**config.mk**
```make
export PLATFORM = sky130hd
export DESIGN_NAME = nios2_oci_dct_packer
export DESIGN_NICKNAME = d
export VERILOG_FILES = /design/src/rtl/nios2_oci_dct_pkg.sv /design/src/rtl/nios2_oci_dct_packer.sv
export SDC_FILE = /design/constraint.sdc
export NUM_CORES = 1
export LEC_CHECK = 0
export ABC_AREA = 1
export ABC_CLOCK_PERIOD_IN_PS = 2100
export BUFFER_PORTS_ARGS = -buffer_cell sky130_fd_sc_hd__buf_2
export CAP_MARGIN = 20
export CELL_PAD_IN_SITES_DETAIL_PLACEMENT = 1
export CELL_PAD_IN_SITES_GLOBAL_PLACEMENT = 1
export CORE_ASPECT_RATIO = 0.75
export CORE_MARGIN = 3
export CORE_UTILIZATION = 34
export DETAILED_ROUTE_END_ITERATION = 10
export HOLD_SLACK_MARGIN = 0.1
export PLACE_DENSITY_LB_ADDON = 0.1
export SLEW_MARGIN = 30
export SYNTH_ARGS = -nofsm -noshare
export SYNTH_HDL_FRONTEND = slang
export SYNTH_SLANG_ARGS = --single-unit
```
**constraint.sdc**
```tcl
create_clock -name clk -period 2.1 [get_ports clk]
set_input_delay 0.315 -clock clk [delete_from_list [all_inputs] [get_ports clk]]
set_output_delay 0.315 -clock clk [all_outputs]
set_load 0.02 [all_outputs]
```
**src/rtl/nios2_oci_dct_pkg.sv**
```systemverilog
// Shared definitions for the data-capture trace packer: slot geometry,
// output widths and the packer state encoding.
package nios2_oci_dct_pkg;

  localparam int unsigned DCT_SLOT_W = 2;
  localparam int unsigned DCT_SLOTS  = 15;
  localparam int unsigned DCT_BUF_W  = 30;
  localparam int unsigned DCT_CNT_W  = 4;

  typedef enum logic [1:0] {
    ST_FILL,
    ST_HOLD,
    ST_DRAIN,
    ST_ENDED
  } dct_state_e;

endpackage

```
**src/rtl/nios2_oci_dct_packer.sv**
```systemverilog
// Packs SLOT_W-bit data-capture trace items into a 30-bit buffer and hands
// full or flushed buffers downstream; end_req drains the last buffer and stops.
module nios2_oci_dct_packer
  import nios2_oci_dct_pkg::*;
#(
  parameter int unsigned SLOT_W = DCT_SLOT_W,
  parameter int unsigned SLOTS  = DCT_SLOTS
) (
  input  logic                     clk,
  input  logic                     reset_n,
  input  logic                     in_valid,
  input  logic [SLOT_W-1:0]        in_bits,
  output logic                     in_ready,
  input  logic                     flush,
  input  logic                     end_req,
  output logic [SLOT_W*SLOTS-1:0]  dct_buffer,
  output logic [DCT_CNT_W-1:0]     dct_count,
  output logic                     pkt_valid,
  output logic [SLOT_W*SLOTS-1:0]  pkt_data,
  output logic [DCT_CNT_W-1:0]     pkt_count,
  input  logic                     pkt_ready,
  output logic                     test_ending,
  output logic                     test_has_ended
);

  localparam int unsigned BW = SLOT_W * SLOTS;
  localparam logic [DCT_CNT_W-1:0] LAST_SLOT = DCT_CNT_W'(SLOTS - 1);

  dct_state_e            r_state, w_state_nxt;
  logic [BW-1:0]         r_buf, w_buf_nxt;
  logic [DCT_CNT_W-1:0]  r_cnt, w_cnt_nxt;
  logic                  r_end_lat, w_end_lat_nxt;
  logic                  r_test_ending, r_test_has_ended;
  logic                  w_accept;
  logic                  w_has_items;

  assign in_ready    = (r_state == ST_FILL);
  assign pkt_valid   = (r_state == ST_HOLD) || (r_state == ST_DRAIN);
  assign w_accept    = in_valid && in_ready;
  // Buffer is non-empty once this cycle's item (if any) has been packed.
  assign w_has_items = w_accept || (r_cnt != '0);

  always_comb begin
    w_state_nxt   = r_state;
    w_buf_nxt     = r_buf;
    w_cnt_nxt     = r_cnt;
    w_end_lat_nxt = r_end_lat;
    if (w_accept) begin
      w_buf_nxt = {r_buf[BW-SLOT_W-1:0], in_bits};
      w_cnt_nxt = r_cnt + DCT_CNT_W'(1);
    end
    case (r_state)
      ST_FILL: begin
        if (end_req)
          w_state_nxt = w_has_items ? ST_DRAIN : ST_ENDED;
        else if (w_accept && (r_cnt == LAST_SLOT))
          w_state_nxt = ST_HOLD;
        else if (flush && w_has_items)
          w_state_nxt = ST_HOLD;
      end
      ST_HOLD: begin
        if (end_req)
          w_end_lat_nxt = 1'b1;
        if (pkt_ready) begin
          w_buf_nxt   = '0;
          w_cnt_nxt   = '0;
          w_state_nxt = (r_end_lat || end_req) ? ST_ENDED : ST_FILL;
        end
      end
      ST_DRAIN: begin
        if (pkt_ready) begin
          w_buf_nxt   = '0;
          w_cnt_nxt   = '0;
          w_state_nxt = ST_ENDED;
        end
      end
      default: ;
    endcase
  end

  always_ff @(posedge clk or negedge reset_n) begin
    if (!reset_n) begin
      r_state          <= ST_FILL;
      r_buf            <= '0;
      r_cnt            <= '0;
      r_end_lat        <= 1'b0;
      r_test_ending    <= 1'b0;
      r_test_has_ended <= 1'b0;
    end else begin
      r_state          <= w_state_nxt;
      r_buf            <= w_buf_nxt;
      r_cnt            <= w_cnt_nxt;
      r_end_lat        <= w_end_lat_nxt;
      // Ending covers both the drain and a HOLD that already saw end_req.
      r_test_ending    <= (w_state_nxt == ST_DRAIN) ||
                          ((w_state_nxt == ST_HOLD) && w_end_lat_nxt);
      r_test_has_ended <= (w_state_nxt == ST_ENDED);
    end
  end

  assign dct_buffer     = r_buf;
  assign dct_count      = r_cnt;
  assign pkt_data       = r_buf;
  assign pkt_count      = r_cnt;
  assign test_ending    = r_test_ending;
  assign test_has_ended = r_test_has_ended;

endmodule

```
==> results, run 1 <==
- The run finished with clean final reports.
- The yosys synthesis warning count is 0.
- The peak per-stage delay on the critical path is roughly 0.45 ns.
- The area of the die is between 6000 and 7000 um^2.
- The nature of the critical path startpoint is a register.
- The maximum number of pins on one net before global-route repair is 40.
- The startpoint identified for the worst register-to-register timing path is r_state[0]$_DFF_PN0_.
- The power density over cell area is approximately 1600 nW/um^2.
- The maximum achievable frequency is ~550 MHz.
- Setup repair after global routing left no endpoint under its margin.
- The tightest min-delay check is of the input port to register type.
- The cell chosen for the clock root is clkbuf_8.
- The cell area reported after detailed placement is between 2000 and 2500 um^2.
- Cell internal power was estimated by the tool at 1.94 mW.
- The count of antenna diodes in the layout is 0.
- The total grt overflow is 0.
- The floorplan has 23 rows.
- In this run the static leakage power is ~1.4 nW.
- The chip width is approximately 95 um.
- The worst setup path is of the register to register kind.
- The mean routed wirelength per cell is around 13 um.
- The number of buffer and inverter instances along the worst setup path is 1.
- The count of buffers from port buffering is ~80.
- The vias after detailed routing is 1616.
- The net count of the finished layout is 301.
- Leaving out fill and tap cells, the most frequent cells in the layout are 79 x buf_2, 69 x nor2_1, 39 x dfrtp_1.
- The endpoint class of the critical path is a register.
- The highest ir drop seen on vdd is around 0.54 mV.
- Synthesis handed over a netlist of 237 instances.
- The max-slew violation total from the final report came to 0.
- The signed area change from the synthesized netlist to the final layout is 16.9%.
- The CTS clock-pin slew for the worst setup and hold paths is around 0.080 ns.
- The share of total power dissipated in combinational logic is 0.554.
- The final wirelength is a little under 5000 um.
- In this run the worst setup path begins at r_state[0]$_DFF_PN0_.
- The via density per instance is around 4.5.
- The tree built by TritonCTS fans out to 39 sinks.
- The cell taking the most area after synthesis is dfrtp_1.
- The power dissipated by switching net loads is 1.94 mW.
- The clock insertion delay at the later pin of the skew report is 0.29 ns.
- The critical path required time is ~2.3 ns.
- The combined area of the multi-input logic cells is 707 um^2.
- In this run, distinct cell masters in the synthesized netlist total 22.
- The placer's final routability congestion estimate is approximately 0.77.
- In the final layout, the share of cells above drive strength 1 is 0.338.
- The number of antenna-violating nets in the routed design is 0.
- The global-route wire length before repair is between 7000 and 8000 um.
- The tool flagged a number of max-cap violations equal to 0.
- No sink is reached through more buffers than the 2 on the longest clock path.
- The headroom to the max-slew limit is 0.800.
- The total nets after synthesis is 252.
- Of the synthesized area, sequential elements account for 0.484.
- The number of design rule violations left after detail routing is 0.
- The setup clock skew after layout is about 0.009 ns.
- 80 I/O pins were placed.
- The cell type with the highest occurrence count on the critical path is nand2_1.
- TritonCTS created 5 clock buffers.
- Data arrives at the worst endpoint at 1.99 ns.
- TritonCTS built the clock tree.
- Detailed placement finished with a half-perimeter wire length of approximately 3500 um.
- The overall fraction of global-route tracks in use is 0.146.
- The average instance in the mapped netlist occupies around 8.5 um^2.
- The register bit count reported by yosys is 39.
- Before antenna repair, the detailed router went through 4 iterations.
- The via count of the first global-routing pass is ~1600.
- The routed design could run at a clock period as short as 1.81 ns.
- The count of routing violations after the opening detailed-route iteration is 41.
- The initial antenna violation count is 0.
- The most common library cell in the layout ignoring fill and taps is buf_2.
- The part of the total power dissipated in the clock network is 0.127.
- The number of inserted filler cells in the final layout is slightly above 700.
- Summing all flip-flop and latch instances after layout gives 976 um^2.
- Along the worst path, the maximum fanout reaches 17.
- In this run the cell area of the synthesized design comes to 2020 um^2.
- Of the total power, registers draw 0.319.
- The placeable core area is approximately 5500 um^2.
- The count of final hold-check violations was 0.
- Walking the worst path, the cells encountered are inv_1 -> ha_1 -> nand2_4 -> nand3_2 -> nand2_1 -> nand2_1 -> nand2_1 -> nand2_1 -> nand2_1 -> nand2_2 -> nand3_1 -> nand2_1.
- Of the post-synthesis cell area, the dominant cell type holds 0.484.
- The transition time at the pin with the least slew margin is between 0.3 and 0.4 ns.
- The finished cells cover around 2400 um^2.
- Of the total power, the share spent switching nets is 0.500.
- The die is roughly 73 um tall.
- The share of the clock period used by the worst path after layout is 0.862.
- Setup violations remaining at the end of the flow were counted as 0.
- Yosys attributes the largest share of cell area to dfrtp_1 48%, nor2_1 13%, buf_4 13%.
- CTS built an H-tree with a depth of 2.
- The cell family contributing the most delay on the critical path is simple AND/OR/NAND/NOR gates.
- The source of the worst hold timing path is in_bits[0].
- The setup TNS after final layout is 0 ns.
- The effective utilization at floorplan is 0.365.
- Among all stages on the critical path, the largest delay is contributed by dfrtp_1.
-- through the flow --
stage          total power, mW   util  worst slack, ns  cells  hold slack, ns
2_1_floorplan             2.96      -            0.472    237          0.0194
3_3_place_gp              3.41  0.410            0.334    353           0.305
3_5_place_dp              3.44  0.410            0.282    353           0.301
4_1_cts                   3.95  0.427            0.278    362           0.298
5_1_grt                   4.26  0.427           0.0594    362           0.314
6_report                  3.89  0.427            0.289    362           0.299
-- cells by family after synthesis --
| kind of cell | Yosys count | share of synthesized area |
|---|---|---|
| buf+inv | 54 | 0.166 |
| xor+xnor | 2 | 0.00869 |
| fa+ha+maj | 7 | 0.0434 |
| flops | 39 | 0.484 |
| simple gates | 98 | 0.197 |
| compound gates | 37 | 0.101 |
-- power groups by stage --
stage	combinational, mW	sequential (mW)	clock, mW
global route	2.40	1.30	0.561
CTS	2.18	1.25	0.518
detailed placement	2.18	1.26	0
floorplan	1.47	1.49	0
finish	2.15	1.24	0.493
global placement	2.15	1.25	0
-- layout make-up --
type	count	area share
Clock inverter	2	0.00531
Sequential cell	39	0.414
Multi-Input combinational cell	144	0.300
Timing Repair Buffer	85	0.193
Tap cell	75	0.0398
Inverter	11	0.0175
Clock buffer	6	0.0308
-- worst min-delay path, delay by kind of cell --
| family | cells | cell delay (ns) |
|---|---|---|
| buf+inv | 1 | 0.08 |
| simple gates | 1 | 0.08 |
| compound gates | 1 | 0.07 |
-- flip-flops by register name (all words and copies together) (netlist names) --
name,flops
r_end_lat,1
test_has_ended,1
r_state,2
test_ending,1
dct_count,4
dct_buffer,30
-- layer usage --
layer,up-vias,share of wire,track usage
met1,750,0.52,0.219
met4,0,0.0056,0.0336
met5,-,0,0
met2,50,0.42,0.214
li1,811,-,-
met3,5,0.054,0.0340
-- synthesized netlist by cell type --
master,instances
o31ai_1,1
a21oi_4,1
nand2_1,19
nor2_2,1
o21ai_1,1
a21boi_1,1
xor2_1,2
nand3_1,3
ha_1,7
nand2_4,1
nor2_1,69
inv_1,11
nand4_1,2
buf_2,3
clkbuf_1,6
dfrtp_1,39
nand2_2,2
o21ai_0,31
a21oi_1,1
a211oi_1,1
buf_4,34
nand3_2,1
-- worst paths after layout --
path	endpoint	slack, ns	cells past startpoint
max reg2reg	test_ending$_DFF_PN0_	0.29	12
max	test_ending$_DFF_PN0_	0.29	12
min	dct_buffer[0]$_DFF_PN0_	0.30	3
max in group asynchronous	dct_buffer[11]$_DFF_PN0_	1.37	3
min in group asynchronous	dct_buffer[16]$_DFF_PN0_	0.52	3
min reg2reg	r_end_lat$_DFF_PN0_	0.48	2
-- repair_timing --
action                                  CTS  global route
endpoints found under the setup margin    0             0
hold endpoints to repair                 39             0
resized for setup                         0             0
hold buffers                              1             0
setup buffers                             0             0
Note: power is estimated with default switching activity, not from simulation.
==> run 2: changes to the inputs <==
==> constraint.sdc (replaced) <==
create_clock -name clk -period 2.1 [get_ports clk]
set_input_delay 0.105 -clock clk [delete_from_list [all_inputs] [get_ports clk]]
set_output_delay 0.105 -clock clk [all_outputs]
set_load 0.02 [all_outputs]
==> results, run 2 (synthesis results as in run 1) <==
- The placer's final routability congestion estimate was 0.768 (was 0.775).
- The endpoint of the worst hold path is r_end_lat$_DFF_PN0_ (was dct_buffer[0]$_DFF_PN0_).
- RSZ-0062 raised after global routing: false (unchanged).
- The cts-stage hold buffer count is 3 (was 1).
- The largest fanout on the critical path is 17 (unchanged).
- The area of the die is 6900 um^2 (unchanged).
- The count of final hold-check violations is 0 (unchanged).
- The beginning of the worst register-to-register path was r_state[0]$_DFF_PN0_ (unchanged).
- The CTS clock-pin slew for the worst setup and hold paths is 0.08 ns (about the same).
- The maximum number of pins on one net before global-route repair came to 40 (unchanged).
- The max-slew violation total from the final report is 0 (unchanged).
- The post-CTS setup-driven buffer insertion count came to 0 (unchanged).
- The highest ir drop seen on vdd is 0.608 mV (was 0.542 mV).
- The shortest period the worst path allows is 1.83 ns (was 1.81 ns).
- The number of design rule violations left after detail routing came to 0 (unchanged).
- The placeable core area is 5530 um^2 (unchanged).
- The via count of the first global-routing pass came to 1613 (was 1571).
- The critical path required time is 2.28 ns (about the same).
- The headroom to the max-slew limit is 0.664 (was 0.800).
- The TritonCTS clock tree is yes (unchanged).
- The nature of the critical path startpoint was a register (unchanged).
- The classification of the worst setup path is register to register (unchanged).
- The transition time at the pin with the least slew margin is 0.504 ns (was 0.300 ns).
- The reg-to-reg critical path endpoint is test_ending$_DFF_PN0_ (unchanged).
- The clock insertion delay at the later pin of the skew report was 0.29 ns (about the same).
- The number of cells on the worst reg-to-reg path came to 12 (unchanged).
- The endpoint class of the critical path is a register (unchanged).
- The mean routed wirelength per cell is 13.2 um (was 13.3 um).
- The number of maximum-capacitance violations is 0 (unchanged).
- The overall fraction of global-route tracks in use came to 0.149 (was 0.146).
- The flip-flop count of the largest register after layout came to 30 (unchanged).
- The maximum achievable frequency was 547 MHz (was 552 MHz).
- The ratio of cells with drive above 1 in the final layout is 0.336 (was 0.338).
- The count of antenna diodes in the layout was 0 (unchanged).
- The count of final setup violators came to 0 (unchanged).
- The setup TNS after final layout came to 0 ns (unchanged).
- The share of the clock period used by the worst path after layout is 0.871 (was 0.862).
- The number of antenna-violating nets in the routed design came to 0 (unchanged).
- The cell area after layout is 2370 um^2 (was 2360 um^2).
- The register-to-register setup slack is 0.27 ns (was 0.29 ns).
- The post-layout net count came to 303 (was 301).
- The level count of the clock H-tree is 2 (unchanged).
- The initial antenna violation count is 0 (unchanged).
- The data arrival time of the worst path is 2.01 ns (was 1.99 ns).
- The count of standard-cell rows came to 23 (unchanged).
- The global-route wire length before repair is 8050 um (was 7910 um).
- The via density per instance is 4.52 (was 4.46).
- The total grt overflow is 0 (unchanged).
- The most common library cell in the layout ignoring fill and taps is buf_2 (unchanged).
- The worst min-delay path category is input port to register (unchanged).
- The number of stages on the worst hold path was 3 (unchanged).
- The CTS sink count was 39 (unchanged).
- The cell area reported after detailed placement came to 2250 um^2 (was 2260 um^2).
- The number of buffers on the longest clock path is 2 (unchanged).
- Commonest non-fill, non-tap cells in the layout: 79 x buf_2, 69 x nor2_1, 39 x dfrtp_1 (unchanged).
- The setup clock skew after layout is 0.00993 ns (was 0.00913 ns).
- The chip width is 94.9 um (unchanged).
- The post-cts resize count is 0 (unchanged).
- The I/O pin count is 80 (unchanged).
- The HPWL reported at the end of detailed placement is 3500 um (was 3480 um).
- The placed cell count is 353 (unchanged).
- The count of routing violations after the opening detailed-route iteration is 28 (was 41).
- The source of the worst hold timing path was end_req (was in_bits[0]).
- The power density over cell area is 1640 nW/um^2 (was 1650 nW/um^2).
- The length of the first detailed-routing pass in iterations was 3 (was 4).
- The effective utilization at floorplan is 0.365 (unchanged).
- The total power draw was 3.88 mW (was 3.89 mW).
- The signed area change from the synthesized netlist to the final layout is 17.3% (was 16.9%).
- The vias after detailed routing is 1645 (was 1616).
- The cell chosen for the clock root is clkbuf_8 (unchanged).
- The final wirelength is 4810 um (about the same).
- The count of buffers from port buffering is 79 (unchanged).
- The die outline height is 72.7 um (unchanged).
- Result of the run: complete, no violations (unchanged).
- The filler-free cell count of the finished design is 364 (was 362).
- The static power due to leakage came to 1.37 nW (about the same).
- The post-layout utilization of the core came to 0.428 (was 0.427).
- The CTS buffer count came to 5 (unchanged).
==> run 2: power by group <==
group          internal (mW)  leakage (nW)  switching [mW]
Combinational          0.702         0.824            1.44
Sequential              1.01         0.505           0.233
Clock                  0.232        0.0412           0.266
==> run 2: per-layer routing <==
metal	routed length, um	global-route usage	vias to the layer above
li1	-	-	821
met1	2430	0.222	769
met2	2120	0.222	51
met3	232	0.0330	4
met4	29	0.0336	0
met5	0	0	-
==> run 2: layout make-up <==
| class | instances | area [um^2] |
|---|---|---|
| Fill cell | 695 | 3160 |
| Sequential cell | 39 | 976 |
| Multi-Input combinational cell | 144 | 707 |
| Timing Repair Buffer | 87 | 463 |
| Tap cell | 75 | 93.8 |
| Clock buffer | 6 | 72.6 |
| Inverter | 11 | 41.3 |
| Clock inverter | 2 | 12.5 |
==> run 2: metrics by stage <==
stage	hold WS [ns]	worst slack [ns]
after global placement	0.203	0.335
after CTS	0.105	0.266
after detailed placement	0.200	0.279
after global routing	0.129	0.0557
after floorplan	-0.191	0.472
final	0.115	0.272
==> run 2: worst max-delay path, stage by stage (launching register included) <==
cell and delay, ns:
dfrtp_1 0.45, inv_1 0.11, ha_1 0.28, nand2_4 0.21
nand3_2 0.11, nand2_1 0.09, nand2_1 0.07, nand2_1 0.06
nand2_1 0.07, nand2_1 0.10, nand2_2 0.07, nand3_1 0.07
nand2_1 0.05
==> run 2: worst max-delay path by stage <==
stage	startpoint	end	slack (ns)	cells past startpoint
after floorplan	r_state[0]$_DFF_PN0_	test_ending$_DFF_PN0_	0.47	11
after global placement	r_state[1]$_DFF_PN0_	test_ending$_DFF_PN0_	0.34	10
after detailed placement	r_state[0]$_DFF_PN0_	test_ending$_DFF_PN0_	0.28	12
after CTS	r_state[0]$_DFF_PN0_	test_ending$_DFF_PN0_	0.27	12
after global routing	r_state[0]$_DFF_PN0_	test_ending$_DFF_PN0_	0.06	12
final	r_state[0]$_DFF_PN0_	test_ending$_DFF_PN0_	0.27	12
